## src/rtl/pll_seq_pkg.sv

```systemverilog
// Shared definitions for the PLL reset/lock sequencer.
// Contents:
//   SEQ_STATE_W       - width of the exported state encoding
//   ST_*              - numeric state encodings seen on seq_state
//   seq_state_e       - FSM state type built on those encodings
//   sat_inc8()        - saturating 8-bit increment for event counters
package pll_seq_pkg;

    localparam int SEQ_STATE_W = 3;

    localparam logic [SEQ_STATE_W-1:0] ST_RESET  = 3'd0;
    localparam logic [SEQ_STATE_W-1:0] ST_WAIT   = 3'd1;
    localparam logic [SEQ_STATE_W-1:0] ST_STABLE = 3'd2;
    localparam logic [SEQ_STATE_W-1:0] ST_RUN    = 3'd3;
    localparam logic [SEQ_STATE_W-1:0] ST_FAULT  = 3'd4;

    typedef enum logic [SEQ_STATE_W-1:0] {
        StReset  = ST_RESET,
        StWait   = ST_WAIT,
        StStable = ST_STABLE,
        StRun    = ST_RUN,
        StFault  = ST_FAULT
    } seq_state_e;

    function automatic logic [7:0] sat_inc8(input logic [7:0] v);
        return (v == 8'hFF) ? v : v + 8'd1;
    endfunction

endpackage

```

## src/rtl/pll_lock_seq_if.sv

```systemverilog
// Status/control bundle between the PLL lock sequencer and its surroundings.
// Signals:
//   pll_lock   - raw PLL lock (asynchronous to sys_clk)
//   relock_req - single-cycle request to restart the sequence
//   pll_rst    - PLL reset, active high
//   sys_ready  - PLL output valid, releases the downstream reset tree
//   fault      - lock attempts exhausted
//   seq_state  - current sequencer state encoding
//   retry_cnt  - failed attempts in the current sequence
//   loss_cnt   - lock-loss events since reset, saturating
// Modports: master = sequencer side, slave = PLL/system side.
interface pll_lock_seq_if;
    import pll_seq_pkg::*;

    logic                   pll_lock;
    logic                   relock_req;
    logic                   pll_rst;
    logic                   sys_ready;
    logic                   fault;
    logic [SEQ_STATE_W-1:0] seq_state;
    logic [1:0]             retry_cnt;
    logic [7:0]             loss_cnt;

    modport master (
        input  pll_lock,
        input  relock_req,
        output pll_rst,
        output sys_ready,
        output fault,
        output seq_state,
        output retry_cnt,
        output loss_cnt
    );

    modport slave (
        output pll_lock,
        output relock_req,
        input  pll_rst,
        input  sys_ready,
        input  fault,
        input  seq_state,
        input  retry_cnt,
        input  loss_cnt
    );

endinterface

```

## src/rtl/sync_2ff.sv

```systemverilog
// Two-flop synchroniser for asynchronous level inputs.
// Ports:
//   sys_clk - destination clock
//   rst_n   - asynchronous active-low clear
//   d       - asynchronous input bus (bits synchronised independently)
//   q       - synchronised output, two cycles of latency
module sync_2ff #(
    parameter int unsigned WIDTH = 1
) (
    input  logic             sys_clk,
    input  logic             rst_n,
    input  logic [WIDTH-1:0] d,
    output logic [WIDTH-1:0] q
);

    logic [WIDTH-1:0] meta_q;
    logic [WIDTH-1:0] sync_q;

    always_ff @(posedge sys_clk or negedge rst_n) begin
        if (!rst_n) begin
            meta_q <= '0;
            sync_q <= '0;
        end else begin
            meta_q <= d;
            sync_q <= meta_q;
        end
    end

    assign q = sync_q;

endmodule

```

## src/rtl/pll_lock_seq.sv

```systemverilog
// Reset/lock sequencer for the fabric PLL, clocked by the free-running board clock.
// Holds the PLL in reset, waits for a filtered stable lock, then raises sys_ready.
// Re-sequences on lock loss or relock_req; declares fault after repeated timeouts.
// Ports:
//   sys_clk - free-running board clock
//   rst_n   - asynchronous active-low reset
//   bus     - pll_lock_seq_if.master: lock input, relock request, status outputs
module pll_lock_seq
    import pll_seq_pkg::*;
#(
    parameter int unsigned RST_HOLD_CYC     = 1000,
    parameter int unsigned LOCK_STABLE_CYC  = 4096,
    parameter int unsigned LOCK_TIMEOUT_CYC = 500000,
    parameter int unsigned MAX_RETRY        = 3,
    parameter int unsigned LOSS_FILTER      = 4,
    parameter int unsigned CNT_W            = 20
) (
    input logic            sys_clk,
    input logic            rst_n,
    pll_lock_seq_if.master bus
);

    localparam int unsigned LF_W = $clog2(LOSS_FILTER + 1);

    localparam logic [CNT_W-1:0] RST_LAST     = CNT_W'(RST_HOLD_CYC - 1);
    localparam logic [CNT_W-1:0] STABLE_LAST  = CNT_W'(LOCK_STABLE_CYC - 1);
    localparam logic [CNT_W-1:0] TIMEOUT_LAST = CNT_W'(LOCK_TIMEOUT_CYC - 1);
    localparam logic [1:0]       RETRY_MAX    = 2'(MAX_RETRY);
    localparam logic [LF_W-1:0]  LF_LIMIT     = LF_W'(LOSS_FILTER);

    seq_state_e       state_q, state_d;
    logic [CNT_W-1:0] cnt_q, cnt_d;
    logic [1:0]       retry_q, retry_d;
    logic [7:0]       loss_q, loss_d;
    logic [LF_W-1:0]  lossf_q, lossf_d, lossf_inc;
    logic             lock_s;

    sync_2ff #(
        .WIDTH (1)
    ) u_lock_sync (
        .sys_clk (sys_clk),
        .rst_n   (rst_n),
        .d       (bus.pll_lock),
        .q       (lock_s)
    );

    assign lossf_inc = lossf_q + LF_W'(1);

    always_comb begin
        state_d = state_q;
        cnt_d   = cnt_q;
        retry_d = retry_q;
        loss_d  = loss_q;
        // Consecutive-low filter only counts while in RUN.
        lossf_d = '0;

        if (bus.relock_req) begin
            // Overrides every other transition, including a loss-filter expiry.
            state_d = StReset;
            cnt_d   = '0;
            retry_d = '0;
        end else begin
            case (state_q)
                StReset: begin
                    if (cnt_q == RST_LAST) begin
                        cnt_d   = '0;
                        state_d = StWait;
                    end else begin
                        cnt_d = cnt_q + CNT_W'(1);
                    end
                end
                StWait: begin
                    // Lock beats a coincident timeout.
                    if (lock_s) begin
                        cnt_d   = '0;
                        state_d = StStable;
                    end else if (cnt_q == TIMEOUT_LAST) begin
                        cnt_d = '0;
                        if (retry_q == RETRY_MAX) begin
                            state_d = StFault;
                        end else begin
                            retry_d = retry_q + 2'd1;
                            state_d = StReset;
                        end
                    end else begin
                        cnt_d = cnt_q + CNT_W'(1);
                    end
                end
                StStable: begin
                    // A drop restarts the lock wait without costing a retry.
                    if (!lock_s) begin
                        cnt_d   = '0;
                        state_d = StWait;
                    end else if (cnt_q == STABLE_LAST) begin
                        cnt_d   = '0;
                        retry_d = '0;
                        state_d = StRun;
                    end else begin
                        cnt_d = cnt_q + CNT_W'(1);
                    end
                end
                StRun: begin
                    if (lock_s) begin
                        lossf_d = '0;
                    end else if (lossf_inc == LF_LIMIT) begin
                        loss_d  = sat_inc8(loss_q);
                        cnt_d   = '0;
                        state_d = StReset;
                    end else begin
                        lossf_d = lossf_inc;
                    end
                end
                StFault: begin
                    state_d = StFault;
                end
                default: begin
                    cnt_d   = '0;
                    state_d = StReset;
                end
            endcase
        end
    end

    always_ff @(posedge sys_clk or negedge rst_n) begin
        if (!rst_n) begin
            state_q <= StReset;
            cnt_q   <= '0;
            retry_q <= '0;
            loss_q  <= '0;
            lossf_q <= '0;
        end else begin
            state_q <= state_d;
            cnt_q   <= cnt_d;
            retry_q <= retry_d;
            loss_q  <= loss_d;
            lossf_q <= lossf_d;
        end
    end

    assign bus.pll_rst   = (state_q == StReset) || (state_q == StFault);
    assign bus.sys_ready = (state_q == StRun);
    assign bus.fault     = (state_q == StFault);
    assign bus.seq_state = state_q;
    assign bus.retry_cnt = retry_q;
    assign bus.loss_cnt  = loss_q;

endmodule

```

## src/flat_wrapper.sv

```systemverilog
// flat-port wrapper written by rule: the top's interface ports become plain ports
module pll_lock_seq_flat import pll_seq_pkg::*;
#(
    parameter int unsigned RST_HOLD_CYC     = 1000,
    parameter int unsigned LOCK_STABLE_CYC  = 4096,
    parameter int unsigned LOCK_TIMEOUT_CYC = 500000,
    parameter int unsigned MAX_RETRY        = 3,
    parameter int unsigned LOSS_FILTER      = 4,
    parameter int unsigned CNT_W            = 20
)
  (sys_clk, rst_n, bus_pll_lock, bus_relock_req, bus_pll_rst, bus_sys_ready, bus_fault, bus_seq_state, bus_retry_cnt, bus_loss_cnt);
  pll_lock_seq_if bus_i ();
  input logic sys_clk;
  input logic rst_n;
  input wire logic [$bits(bus_i.pll_lock)-1:0] bus_pll_lock;
  input wire logic [$bits(bus_i.relock_req)-1:0] bus_relock_req;
  output wire logic [$bits(bus_i.pll_rst)-1:0] bus_pll_rst;
  output wire logic [$bits(bus_i.sys_ready)-1:0] bus_sys_ready;
  output wire logic [$bits(bus_i.fault)-1:0] bus_fault;
  output wire logic [$bits(bus_i.seq_state)-1:0] bus_seq_state;
  output wire logic [$bits(bus_i.retry_cnt)-1:0] bus_retry_cnt;
  output wire logic [$bits(bus_i.loss_cnt)-1:0] bus_loss_cnt;
  assign bus_i.pll_lock = bus_pll_lock;
  assign bus_i.relock_req = bus_relock_req;
  assign bus_pll_rst = bus_i.pll_rst;
  assign bus_sys_ready = bus_i.sys_ready;
  assign bus_fault = bus_i.fault;
  assign bus_seq_state = bus_i.seq_state;
  assign bus_retry_cnt = bus_i.retry_cnt;
  assign bus_loss_cnt = bus_i.loss_cnt;
  pll_lock_seq #(.RST_HOLD_CYC(RST_HOLD_CYC), .LOCK_STABLE_CYC(LOCK_STABLE_CYC), .LOCK_TIMEOUT_CYC(LOCK_TIMEOUT_CYC), .MAX_RETRY(MAX_RETRY), .LOSS_FILTER(LOSS_FILTER), .CNT_W(CNT_W)) u_core (.sys_clk(sys_clk), .rst_n(rst_n), .bus(bus_i));
endmodule
```

## config.mk

```make
export PLATFORM = sky130hd
export DESIGN_NAME = pll_lock_seq_flat
export DESIGN_NICKNAME = d
export VERILOG_FILES = /design/src/rtl/pll_seq_pkg.sv /design/src/rtl/pll_lock_seq_if.sv /design/src/rtl/sync_2ff.sv /design/src/rtl/pll_lock_seq.sv /design/src/flat_wrapper.sv
export SDC_FILE = /design/constraint.sdc
export NUM_CORES = 1
export LEC_CHECK = 0
export ABC_AREA = 1
export BUFFER_PORTS_ARGS = -buffer_cell sky130_fd_sc_hd__buf_2
export CAP_MARGIN = 20
export CORE_ASPECT_RATIO = 0.6
export CORE_MARGIN = 3
export CORE_UTILIZATION = 45
export DETAILED_ROUTE_END_ITERATION = 8
export PLACE_DENSITY = 0.7
export SLEW_MARGIN = 20
export SYNTH_ARGS = -nofsm -noshare
export SYNTH_HDL_FRONTEND = slang
export SYNTH_SLANG_ARGS = --single-unit
```

## constraint.sdc

```tcl
create_clock -name sys_clk -period 3.6 [get_ports sys_clk]
set_clock_uncertainty 0.2 [all_clocks]
set_input_delay 0.72 -clock sys_clk [delete_from_list [all_inputs] [get_ports sys_clk]]
set_output_delay 0.72 -clock sys_clk [all_outputs]
set_load 0.005 [all_outputs]
```

==> PnR_summary.wiki, run 1 <==
{| class="wikitable"
! Metric !! Value
|-
| Net count, final || around 320
|-
| Max-slew violation count || 0
|-
| Fin. Hold Viols || 0
|-
| Post-detailed-route DRC marker count || 0
|-
| Antenna-violating nets left || 0
|-
| Worst rel slew slack || between 40% and 50%
|-
| Series of cell instances along the critical path || ha_1 -> nand2_1 -> nor2_1 -> nand2_2 -> nor2_4 -> nand2_1 -> nand3_2 -> nand3_4 -> nand2_4 -> nand2_2 -> nand2_1 -> nand2_1
|-
| Clock Pin Slew Worst Setup and Hold Paths || 0.08 ns
|-
| Overall via count from detail_route || ~2000
|-
| Synthesized cell area || between 2000 and 2500 µm²
|-
| Maximum achievable frequency || 0.439 GHz
|-
| Signal arrival time at the worst endpoint || 2.26 ns
|-
| Top cell by count, worst path || nand2_1
|-
| Detailed-route vias per instance || approximately 5.3
|-
| Post-synthesis sequential element count || 38
|-
| Worst IR Drop VDD || ~0.24 mV
|-
| CTS-repair resized insts || 0
|-
| Final weighted congestion in routability-driven placement || approximately 1
|-
| Die width || 98.9 µm
|-
| Number of sinks on the clock net || 38
|-
| Path category of the worst min-delay check || reg2reg
|-
| DP Cell Count || 370
|-
| Total nets after synthesis || around 300
|-
| Cell count after synthesis || about 290
|-
| GRT overflow || 0
|-
| Worst slew pin tran || between 0.8 and 0.9 ns
|-
| Total negative setup slack || 0 ns
|-
| Worst reg-to-reg path cell count || 12
|-
| Sequential fraction of the synthesis area || between 40% and 50%
|-
| Min Clock Period, post-route || between 2 and 2.5 ns
|-
| Core Box Area || roughly 4800 µm²
|-
| Max-cap violation count || 0
|-
| Number of antenna diodes || 0
|-
| Sum of routed wire length over all layers || just over 5 mm
|-
| Worst skew pair latency || around 0.29 ns
|-
| Setup repair bufs after CTS || 0
|-
| Count of non-filler cells in the finished layout || 378
|-
| Count of endpoints failing setup in the final report || 0
|-
| Initial Utilization || approximately half
|-
| Post-route cell area || 2550 µm²
|-
| Hold buffers post-CTS || 0
|-
| End point of the most critical hold path || u_core.u_lock_sync.q$_DFF_PN0_
|-
| Post-detailed-route wirelength per cell || roughly 14 µm
|-
| Worst flop-to-flop path endpoint || u_core.bus.seq_state[0]$_DFFE_PN0P_
|-
| Flop-to-flop setup slack || 1.32 ns
|-
| Unrepaired setup endpoints after global routing || false
|-
| Synthesized area per cell || around 8 µm²
|-
| Commonest non-fill, non-tap cell in the layout || nand2_1
|-
| # rows || 19
|-
| Number of library cell types mapped by synthesis || 29
|-
| Initial antenna violation count || 0
|-
| HP Start || u_core.u_lock_sync.meta_q$_DFF_PN0_
|-
| Maximum number of pins on one net before global-route repair || 39
|-
| Worst Hold Path Cells || 0
|-
| Root buffer selected by CTS || clkbuf_8
|-
| Buffer depth of the longest clock path || 2
|-
| Wire length of the first global-routing pass || a little under 9 mm
|-
| Total power per unit cell area || between 400 and 500 nW/µm²
|-
| Die area || roughly 6100 µm²
|-
| Max FO, Critical Path || 18
|-
| Static leakage || 1.20 nW
|-
| Worst setup EP type || register
|-
| Critical Path RT || 3.58 ns
|-
| Total number of yosys warnings || 0
|-
| Vertical die dimension || ~62 µm
|-
| Port-buffer cells || 19
|-
| Critical setup path kind || reg2reg
|-
| Number of top-level pins || 20
|-
| H-tree depth || 2
|-
| Vias in the first global route || 1746
|-
| Share of layout cells above drive strength 1 || 18.1%
|-
| Result of the run || complete, no violations
|-
| Gr usage total || a little under a fifth
|-
| Post-route worst hold slack || around 0.17 ns
|-
| Fraction of the cycle the final worst path needs || roughly 63%
|-
| Number of buffers created by CTS || 5
|-
| Highest-delay cell along the critical path || dfrtp_1
|-
| Commonest cells after routing, fill and taps aside || nand2_1, nor2_1, dfrtp_1
|-
| DRC marker count from the first detailed-route iteration || around 210
|-
| RR Startpoint || u_core.cnt_q[0]$_DFFE_PN0P_
|-
| Critical Path Source Type || register
|-
| HPWL after detailed placement || approximately 3.8 mm
|-
| Filler cells || 471
|-
| TritonCTS clock tree || done
|-
| Count of TritonRoute iterations in the first routing pass || 5
|-
| Area growth from synthesis to final layout || 9.34%
|-
| Post-place instance area || ~2500 µm²
|-
| Biggest cell delay along the critical path || roughly 0.39 ns
|}
==> cells by family (layout without fill, tap and decap cells) <==
kind of cell    count (synthesis)  in the layout  share of synthesized area [%]
buf+inv                        45             68                           8.75
xor+xnor                       19             19                           7.14
compound gates                 27             27                           7.89
flops                          38             38                           40.8
simple gates                  157            157                           32.2
fa+ha+maj                       6              6                           3.22
==> worst max-delay path by stage <==
stage                                      startpoint                                  end  slack, ns  cells after the start
after global placement                 bus_relock_req          u_core.cnt_q[8]$_DFFE_PN0P_       1.33                      8
after CTS                 u_core.cnt_q[0]$_DFFE_PN0P_  u_core.bus.seq_state[0]$_DFFE_PN0P_       1.33                     12
final                     u_core.cnt_q[0]$_DFFE_PN0P_  u_core.bus.seq_state[0]$_DFFE_PN0P_       1.32                     12
after floorplan                        bus_relock_req         u_core.cnt_q[10]$_DFFE_PN0P_       1.63                      8
after detailed placement               bus_relock_req          u_core.cnt_q[9]$_DFFE_PN0P_       1.32                      8
after global routing      u_core.cnt_q[0]$_DFFE_PN0P_  u_core.bus.seq_state[1]$_DFFE_PN0P_       1.12                     12
==> Yosys cell counts <==
library cell	count	area (µm²)
xnor2_1	2	17.5
buf_2	1	5.00
inv_4	1	6.26
nor2_1	39	146
ha_1	6	75.1
nand2_2	2	12.5
nand3_2	1	10.0
nor3b_1	1	7.51
o21ai_0	4	20.0
nor4_1	3	18.8
nand2_1	60	225
xor2_1	17	149
dfrtp_1	38	951
nand4_1	4	25.0
a21oi_1	7	35.0
a41oi_1	1	8.76
nand2_4	2	22.5
buf_12	1	20.0
nor3_1	7	35.0
o21ai_1	3	15.0
inv_1	34	128
inv_2	6	22.5
nor2_4	3	33.8
nand4_2	1	12.5
nand3_4	2	35.0
nand3_1	31	155
a21oi_2	12	105
buf_6	2	22.5
nor3_2	1	10.0
==> critical path, delay by kind of cell, from the launching register on <==
kind                     cells  cell delay [ns]
adder cells (fa/ha/maj)      1             0.20
flip-flops                   1             0.39
AND/OR/NAND/NOR             11             1.37
==> power by group <==
| part | switching (mW) | internal (mW) |
|---|---|---|
| Clock | 0.151 | 0.155 |
| Combinational | 0.185 | 0.0989 |
| Sequential | 0.0407 | 0.459 |
| Total | 0.377 | 0.713 |
==> through the flow <==
stage | total power, mW | utilization [%] | setup WS, ns
after floorplan | 0.724 | - | 1.63
after global placement | 0.787 | 51.4 | 1.33
after detailed placement | 0.794 | 51.4 | 1.32
after CTS | 1.10 | 53.3 | 1.33
after global routing | 1.17 | 53.3 | 1.12
final | 1.09 | 53.3 | 1.32
==> flip-flops by register name, indices dropped and copies added, names as in the netlist <==
| register | count |
|---|---|
| u_core.bus.loss_cnt | 8 |
| u_core.cnt_q | 20 |
| u_core.u_lock_sync.q | 1 |
| u_core.bus.retry_cnt | 2 |
| u_core.bus.seq_state | 3 |
| u_core.lossf_q | 3 |
| u_core.u_lock_sync.meta_q | 1 |
==> layer usage <==
metal	vias up	global-route usage, %	share of wire (%)
met2	87	23.1	35
li1	985	-	-
met5	-	0	0
met3	4	5.80	10
met4	0	4.09	0.69
met1	923	29.9	54
==> area by class of cell <==
type                       count  area [µm²]  share of cell area, %
clock buffer                   7        86.3                   3.39
clock inverter                 1        5.00                  0.196
inverter                      41         156                   6.14
multi-input combinational    209        1170                   46.1
sequential                    38         951                   37.3
tap                           63        78.8                   3.09
timing repair buffer          19        95.1                   3.73
Note: power is estimated with default switching activity, not from simulation.
==> inputs of run 2 (changes only) <==
- ABC_AREA: 1 -> 0
- PLACE_DENSITY: 0.7 -> 0.73
- clock period: 3.6 -> 1.89 ns (I/O delays scaled with it)
==> run 2 against run 1 <==
Compared with the run above: the flow now finishes with violations (negative setup slack); critical path depth down 3; non-clock buffer count up 84; global-route usage increased by 4.2 points; cell count rose by 0.26%; flip-flop and latch count did not move; core utilization is 22 points higher; first-iteration DRC count is 51% lower; synthesized area shrank 8.9%; critical endpoint is now u_core.bus.loss_cnt[3]$_DFFE_PN0P_; largest cell class unchanged.
==> PnR_summary.wiki, run 2 <==
{| class="wikitable"
! Metric !! Value
|-
| Result of the run || complete, but fails checks
|-
| Failing checks || negative setup slack
|-
| Number of top-level pins || 20
|-
| Top register by number of flip-flops || u_core.cnt_q
|-
| Number of buffers created by CTS || 5
|-
| Initial Utilization || 49.1%
|-
| Worst skew pair latency || ~0.30 ns
|-
| Clock Pin Slew Worst Setup and Hold Paths || ~0.08 ns
|-
| Maximum number of pins on one net before global-route repair || 39
|-
| Post-route worst hold slack || roughly 0.18 ns
|-
| Synthesized cell area || 2120 µm²
|-
| Static leakage || roughly 1.6 nW
|-
| DP Cell Count || between 300 and 400
|-
| Critical Path Source Type || register
|-
| Unrepaired setup endpoints after global routing || true
|-
| Critical setup path kind || reg2reg
|-
| Total nets after synthesis || 225
|-
| Max FO, Critical Path || 5
|-
| Highest-delay cell along the critical path || or4_4
|-
| Net count, final || between 300 and 400
|-
| TritonCTS clock tree || done
|-
| Worst IR Drop VDD || approximately 0.71 mV
|-
| Path category of the worst min-delay check || reg2reg
|-
| Net Switching || 0.770 mW
|-
| Cell count after synthesis || between 200 and 250
|-
| Worst reg-to-reg path cell count || 9
|-
| # rows || 18
|-
| Fraction of the cycle the final worst path needs || 121%
|-
| Biggest cell delay along the critical path || about 0.46 ns
|-
| Die width || around 95 µm
|-
| Synthesized area per cell || 9.88 µm²
|-
| Commonest cells after routing, fill and taps aside || buf_4, dfrtp_1, nor2_1, buf_2, nand2_1
|-
| Maximum achievable frequency || roughly 0.44 GHz
|-
| Number of library cell types mapped by synthesis || 49
|-
| H-tree depth || 2
|-
| Worst flop-to-flop path endpoint || u_core.bus.loss_cnt[3]$_DFFE_PN0P_
|-
| Total number of yosys warnings || 0
|-
| Core Box Area || about 4300 µm²
|-
| Sum of routed wire length over all layers || roughly 6.2 mm
|-
| Area growth from synthesis to final layout || 54.3%
|-
| Worst Hold Path Cells || 0
|-
| Series of cell instances along the critical path || ha_4 -> ha_4 -> nand2b_4 -> or4_4 -> a31oi_4 -> buf_4 -> buf_6 -> nand4_1 -> xnor2_1
|-
| Clock group share of total power || 24.9%
|-
| Overall via count from detail_route || between 2000 and 2500
|-
| Vias in the first global route || 2000
|-
| Max-cap violation count || 0
|-
| Critical Path RT || around 1.9 ns
|-
| Worst setup EP type || register
|-
| Count of endpoints failing setup in the final report || 34
|-
| Proportion of total power due to net switching || between 30% and 40%
|-
| Antenna-violating nets left || 0
|-
| Part of the power in registers || 38.2%
|-
| Yosys top cell by area || dfrtp_1
|-
| Most repeated cell in the gate-level netlist after synthesis || dfrtp_1
|-
| Biggest area contributors in the synthesized netlist || dfrtp_1, xor2_1, ha_1, nor2_1, nand3_1
|-
| RR Startpoint || u_core.lossf_q[1]$_DFF_PN0_
|-
| Buffer depth of the longest clock path || 2
|-
| Worst setup slack after layout || -0.401 ns
|-
| HP Start || u_core.u_lock_sync.meta_q$_DFF_PN0_
|-
| Max-slew violation count || 0
|-
| Vertical die dimension || between 50 and 60 µm
|-
| Flip-flop count of the largest register after layout || 20
|-
| Top cell by count, worst path || ha_4
|-
| Most frequent cells after synthesis || dfrtp_1, nor2_1, nand2_1
|-
| Count of flip-flops with a built-in enable after synthesis || 0
|-
| Flop-to-flop setup slack || -0.40 ns
|-
| Worst setup timing slack at the placement stage || -0.290 ns
|-
| Initial antenna violation count || 0
|-
| Number of sinks on the clock net || 38
|-
| Post-detailed-route DRC marker count || 0
|-
| Cell internal pwr || 1.60 mW
|-
| Port-buffer cells || 19
|-
| Signal arrival time at the worst endpoint || 2.27 ns
|-
| Final weighted congestion in routability-driven placement || approximately 0.88
|-
| Sequential fraction of the synthesis area || between 40% and 50%
|-
| Wire length of the first global-routing pass || roughly 9.7 mm
|-
| Total power per unit cell area || 724 nW/µm²
|-
| Fin. Hold Viols || 0
|-
| HPWL after detailed placement || roughly 4 mm
|-
| Die area || approximately 5600 µm²
|-
| Final core utilization || 75.8%
|-
| Share of layout cells above drive strength 1 || between 40% and 50%
|-
| Share of synthesized registers carrying an async set or reset || 100%
|-
| Min Clock Period, post-route || approximately 2.3 ns
|-
| Gr usage total || a little under a quarter
|-
| Worst slew pin tran || ~0.50 ns
|-
| Post-detailed-route wirelength per cell || 16.5 µm
|-
| Combinational group share of total power || approximately 37%
|-
| Post-synthesis sequential element count || 38
|-
| Number of antenna diodes || 0
|-
| Total power || 2.37 mW
|-
| Commonest non-fill, non-tap cell in the layout || buf_4
|-
| GRT overflow || 0
|-
| Count of TritonRoute iterations in the first routing pass || 4
|-
| Synth top area share || ~45%
|-
| End point of the most critical hold path || u_core.u_lock_sync.q$_DFF_PN0_
|-
| Predominant post-synthesis flop cell || dfrtp_1
|-
| Worst rel slew slack || about two thirds
|-
| Detailed-route vias per instance || between 5 and 6
|-
| Count of non-filler cells in the finished layout || roughly 380
|-
| DRC marker count from the first detailed-route iteration || between 100 and 150
|-
| Root buffer selected by CTS || clkbuf_8
|}
[run 2: cell count changes in the layout (fill, tap and decap cells not counted), sizes merged, moves of 4 or more]
cell | before | now
a21oi | 19 | 6
and2 | 0 | 7
nand3 | 34 | 13
nand2 | 64 | 16
xnor2 | 2 | 7
inv | 41 | 7
nor2 | 42 | 20
buf | 19 | 101
xor2 | 17 | 13
nand4 | 5 | 10
and3 | 0 | 11
[run 2: cell families (layout without fill, tap and decap cells)]
family | count (synthesis) | in the layout | synth area share (%)
compound gates | 31 | 31 | 11.7
xor+xnor | 20 | 20 | 8.25
fa+ha+maj | 6 | 6 | 3.54
buf+inv | 14 | 118 | 3.83
flops | 38 | 38 | 44.8
mux | 1 | 1 | 0.530
simple gates | 105 | 105 | 27.4
[run 2: power by group through the flow]
stage / Sequential, mW / Combinational (mW) / Clock (mW)
final: 0.905 / 0.876 / 0.591
after global routing: 0.913 / 0.934 / 0.633
after CTS: 0.903 / 0.802 / 0.601
after detailed placement: 0.915 / 0.706 / 0
after global placement: 0.915 / 0.691 / 0
after floorplan: 0.912 / 0.390 / 0
[run 2: metrics by stage]
step / instance area, µm² / TNS (ns)
6_report: 3280 / -8.73
5_1_grt: 3280 / -10.59
4_1_cts: 3130 / -7.53
3_5_place_dp: 2800 / -7.59
3_3_place_gp: 2800 / -6.49
2_1_floorplan: 2230 / -3.42
[run 2: cell type report]
cell class,count,area (µm²)
multi-input cells,163,1330
fillers,298,1050
flip-flops and latches,38,953
repair buffers,103,798
clock buffers,7,86.3
well taps,60,75.1
inverters,7,26.3
clock inverters,1,5.00
[run 2: worst max-delay path, delay by kind of cell (launching register included)]
kind	cells	cell delay (ns)
compound gates	1	0.24
xor+xnor	1	0.16
fa+ha+maj	2	0.32
buf+inv	2	0.23
flops	1	0.39
simple gates	3	0.63
[run 2: per-layer routing]
layer,vias up,track usage (%),part of all wire [%]
met3,5,4.57,6.4
met5,-,0,0
li1,979,-,-
met4,0,5.54,0.90
met2,76,35.6,46
met1,1044,32.5,46
[run 2: worst max-delay path by stage]
stage / from / endpoint / slack, ns / cells after the start
after floorplan: u_core.lossf_q[0]$_DFF_PN0_ / u_core.bus.loss_cnt[6]$_DFFE_PN0P_ / -0.18 / 8
after global placement: u_core.cnt_q[17]$_DFFE_PN0P_ / u_core.bus.retry_cnt[0]$_DFFE_PN0P_ / -0.26 / 7
after detailed placement: u_core.cnt_q[17]$_DFFE_PN0P_ / u_core.cnt_q[7]$_DFFE_PN0P_ / -0.29 / 7
after CTS: u_core.lossf_q[0]$_DFF_PN0_ / u_core.bus.loss_cnt[6]$_DFFE_PN0P_ / -0.28 / 8
after global routing: u_core.lossf_q[1]$_DFF_PN0_ / u_core.bus.loss_cnt[3]$_DFFE_PN0P_ / -0.46 / 9
final: u_core.lossf_q[1]$_DFF_PN0_ / u_core.bus.loss_cnt[3]$_DFFE_PN0P_ / -0.40 / 9
[run 2: what timing repair did]
item                                    in CTS  in global routing
endpoints found under the setup margin      34                 34
gates resized for setup                     19                 22
hold endpoints to repair                    39                  0
hold buffers                                 2                  0
setup buffers                               20                  8
pin swaps                                   12                 16
==> inputs of run 3 (changes only) <==
- CTS_BUF_LIST: default -> sky130_fd_sc_hd__clkbuf_4 sky130_fd_sc_hd__clkbuf_8
==> run 3 against run 2 <==
Compared with the run above: the run still ends with negative setup slack left; via count shrank 1.5%; sequential power about the same; global-route usage is 0.055 points lower; total power decreased by 0.12%; maximum frequency increased by 3.0%; wire length shrank 2.8%; cell area down 0.61%; highest routed layer unchanged; die area stayed put; first-iteration DRC count fell by 25%; flip-flop and latch count unchanged.
==> PnR_summary.wiki, run 3 (synthesized netlist as in run 2, its figures left out) <==
{| class="wikitable"
! Metric !! Value
|-
| Net count, final || 326
|-
| Number of sinks on the clock net || 38
|-
| Initial antenna violation count || 0
|-
| Flip-flop count of the largest register after layout || 20
|-
| Critical Path Source Type || register
|-
| Post-route worst hold slack || ~0.16 ns
|-
| Gr usage total || a little under a quarter
|-
| Worst slew pin tran || 0.502 ns
|-
| Total power || around 2.4 mW
|-
| HPWL after detailed placement || between 4 and 5 mm
|-
| Signal arrival time at the worst endpoint || ~2.2 ns
|-
| Static leakage || roughly 1.6 nW
|-
| Maximum number of pins on one net before global-route repair || 39
|-
| Path category of the worst min-delay check || reg2reg
|-
| Number of top-level pins || 20
|-
| Total negative setup slack || -8.28 ns
|-
| Clock group share of total power || 25.7%
|-
| Net Switching || ~0.76 mW
|-
| Result of the run || complete, but fails checks
|-
| Number of antenna diodes || 0
|-
| Post-detailed-route DRC marker count || 0
|-
| Core Box Area || around 4300 µm²
|-
| Part of the power in registers || 38.2%
|-
| Worst rel slew slack || 66.6%
|-
| Worst setup slack after layout || -0.334 ns
|-
| DRC marker count from the first detailed-route iteration || 79
|-
| Min Clock Period, post-route || 2.22 ns
|-
| Cell internal pwr || 1.61 mW
|-
| Vias in the first global route || around 2000
|-
| # rows || 18
|-
| Top register by number of flip-flops || u_core.cnt_q
|-
| Share of layout cells above drive strength 1 || between 40% and 50%
|-
| Maximum achievable frequency || between 0.4 and 0.5 GHz
|-
| Max FO, Critical Path || 5
|-
| Count of non-filler cells in the finished layout || about 380
|-
| H-tree depth || 2
|-
| Count of TritonRoute iterations in the first routing pass || 4
|-
| Max-slew violation count || 0
|-
| Commonest non-fill, non-tap cell in the layout || buf_4
|-
| Vertical die dimension || a little under 60 µm
|-
| Combinational group share of total power || 36.1%
|-
| Overall via count from detail_route || approximately 2100
|-
| Post-detailed-route wirelength per cell || approximately 16 µm
|-
| Die width || 94.7 µm
|-
| Failing checks || negative setup slack
|-
| Final core utilization || between 70 and 80%
|-
| Total power per unit cell area || 728 nW/µm²
|-
| Worst IR Drop VDD || between 0.7 and 0.8 mV
|-
| Count of endpoints failing setup in the final report || 34
|-
| DP Cell Count || 345
|-
| Root buffer selected by CTS || clkbuf_8
|-
| Fraction of the cycle the final worst path needs || 118%
|-
| Port-buffer cells || 19
|-
| Unrepaired setup endpoints after global routing || true
|-
| TritonCTS clock tree || done
|-
| Buffer depth of the longest clock path || 2
|-
| Worst skew pair latency || approximately 0.3 ns
|-
| Critical Path RT || 1.87 ns
|-
| Number of buffers created by CTS || 5
|-
| Sum of routed wire length over all layers || 6.07 mm
|-
| Commonest cells after routing, fill and taps aside || buf_4, dfrtp_1, nor2_1, buf_2, nand2_1
|-
| Die area || around 5600 µm²
|-
| Fin. Hold Viols || 0
|-
| Critical setup path kind || reg2reg
|-
| Antenna-violating nets left || 0
|-
| Clock Pin Slew Worst Setup and Hold Paths || about 0.080 ns
|-
| Max-cap violation count || 0
|-
| Area growth from synthesis to final layout || 53.4%
|-
| Detailed-route vias per instance || around 5.5
|-
| GRT overflow || 0
|-
| Wire length of the first global-routing pass || ~9.7 mm
|-
| Worst setup EP type || register
|-
| Final weighted congestion in routability-driven placement || 0.876
|-
| Proportion of total power due to net switching || between 30% and 40%
|-
| Initial Utilization || slightly below 50%
|}
-- run 3: final timing paths --
check                                                      end                                 from  cells past startpoint  slack (ns)
setup / recovery            u_core.bus.loss_cnt[1]$_DFFE_PN0P_          u_core.lossf_q[1]$_DFF_PN0_                      7       -0.33
setup reg to reg            u_core.bus.loss_cnt[1]$_DFFE_PN0P_          u_core.lossf_q[1]$_DFF_PN0_                      7       -0.33
hold / removal                  u_core.u_lock_sync.q$_DFF_PN0_  u_core.u_lock_sync.meta_q$_DFF_PN0_                      0        0.16
min in group asynchronous          u_core.lossf_q[2]$_DFF_PN0_                                rst_n                      3        0.45
hold reg to reg                 u_core.u_lock_sync.q$_DFF_PN0_  u_core.u_lock_sync.meta_q$_DFF_PN0_                      0        0.16
max in group asynchronous  u_core.bus.seq_state[0]$_DFFE_PN0P_                                rst_n                      3        0.67
-- run 3: repair_timing --
item,4_1_cts,5_1_grt
hold endpoints to repair,39,0
gates resized for setup,19,20
hold buffers,2,0
pin swaps,12,16
buffers inserted,20,7
setup endpoints to repair,34,34
-- run 3: power by group through the flow --
| stage | logic, mW | clock network, mW | registers [mW] |
|---|---|---|---|
| floorplan | 0.390 | 0 | 0.912 |
| global placement | 0.691 | 0 | 0.915 |
| detailed placement | 0.706 | 0 | 0.915 |
| CTS | 0.802 | 0.616 | 0.903 |
| global route | 0.920 | 0.649 | 0.912 |
| finish | 0.855 | 0.609 | 0.905 |
-- run 3: cell type report --
type                            instances  area, µm²
Fill cell                             312       1070
Multi-Input combinational cell        163       1330
Sequential cell                        38        953
Clock inverter                          1       5.00
Clock buffer                            7       90.1
Inverter                                7       26.3
Tap cell                               60       75.1
Timing Repair Buffer                  101        776
-- run 3: layer usage --
layer / track usage, % / part of all wire [%] / vias up
met5: 0 / 0 / -
met4: 5.75 / 0.92 / 0
met3: 4.57 / 6.1 / 5
met2: 35.2 / 46 / 52
met1: 32.5 / 46 / 1043
li1: - / - / 973
-- run 3: critical path: stages (launching register included) --
cell and delay (ns):
dfrtp_1 0.40, ha_4 0.17, ha_4 0.15, nand2b_4 0.06
or4_4 0.44, a31oi_4 0.24, buf_4 0.16, mux2_4 0.28
-- run 3: per-stage QoR --
step | cell area [µm²] | setup WS, ns
final | 3260 | -0.334
after global routing | 3260 | -0.404
after CTS | 3130 | -0.282
after detailed placement | 2800 | -0.290
after global placement | 2800 | -0.257
after floorplan | 2230 | -0.179
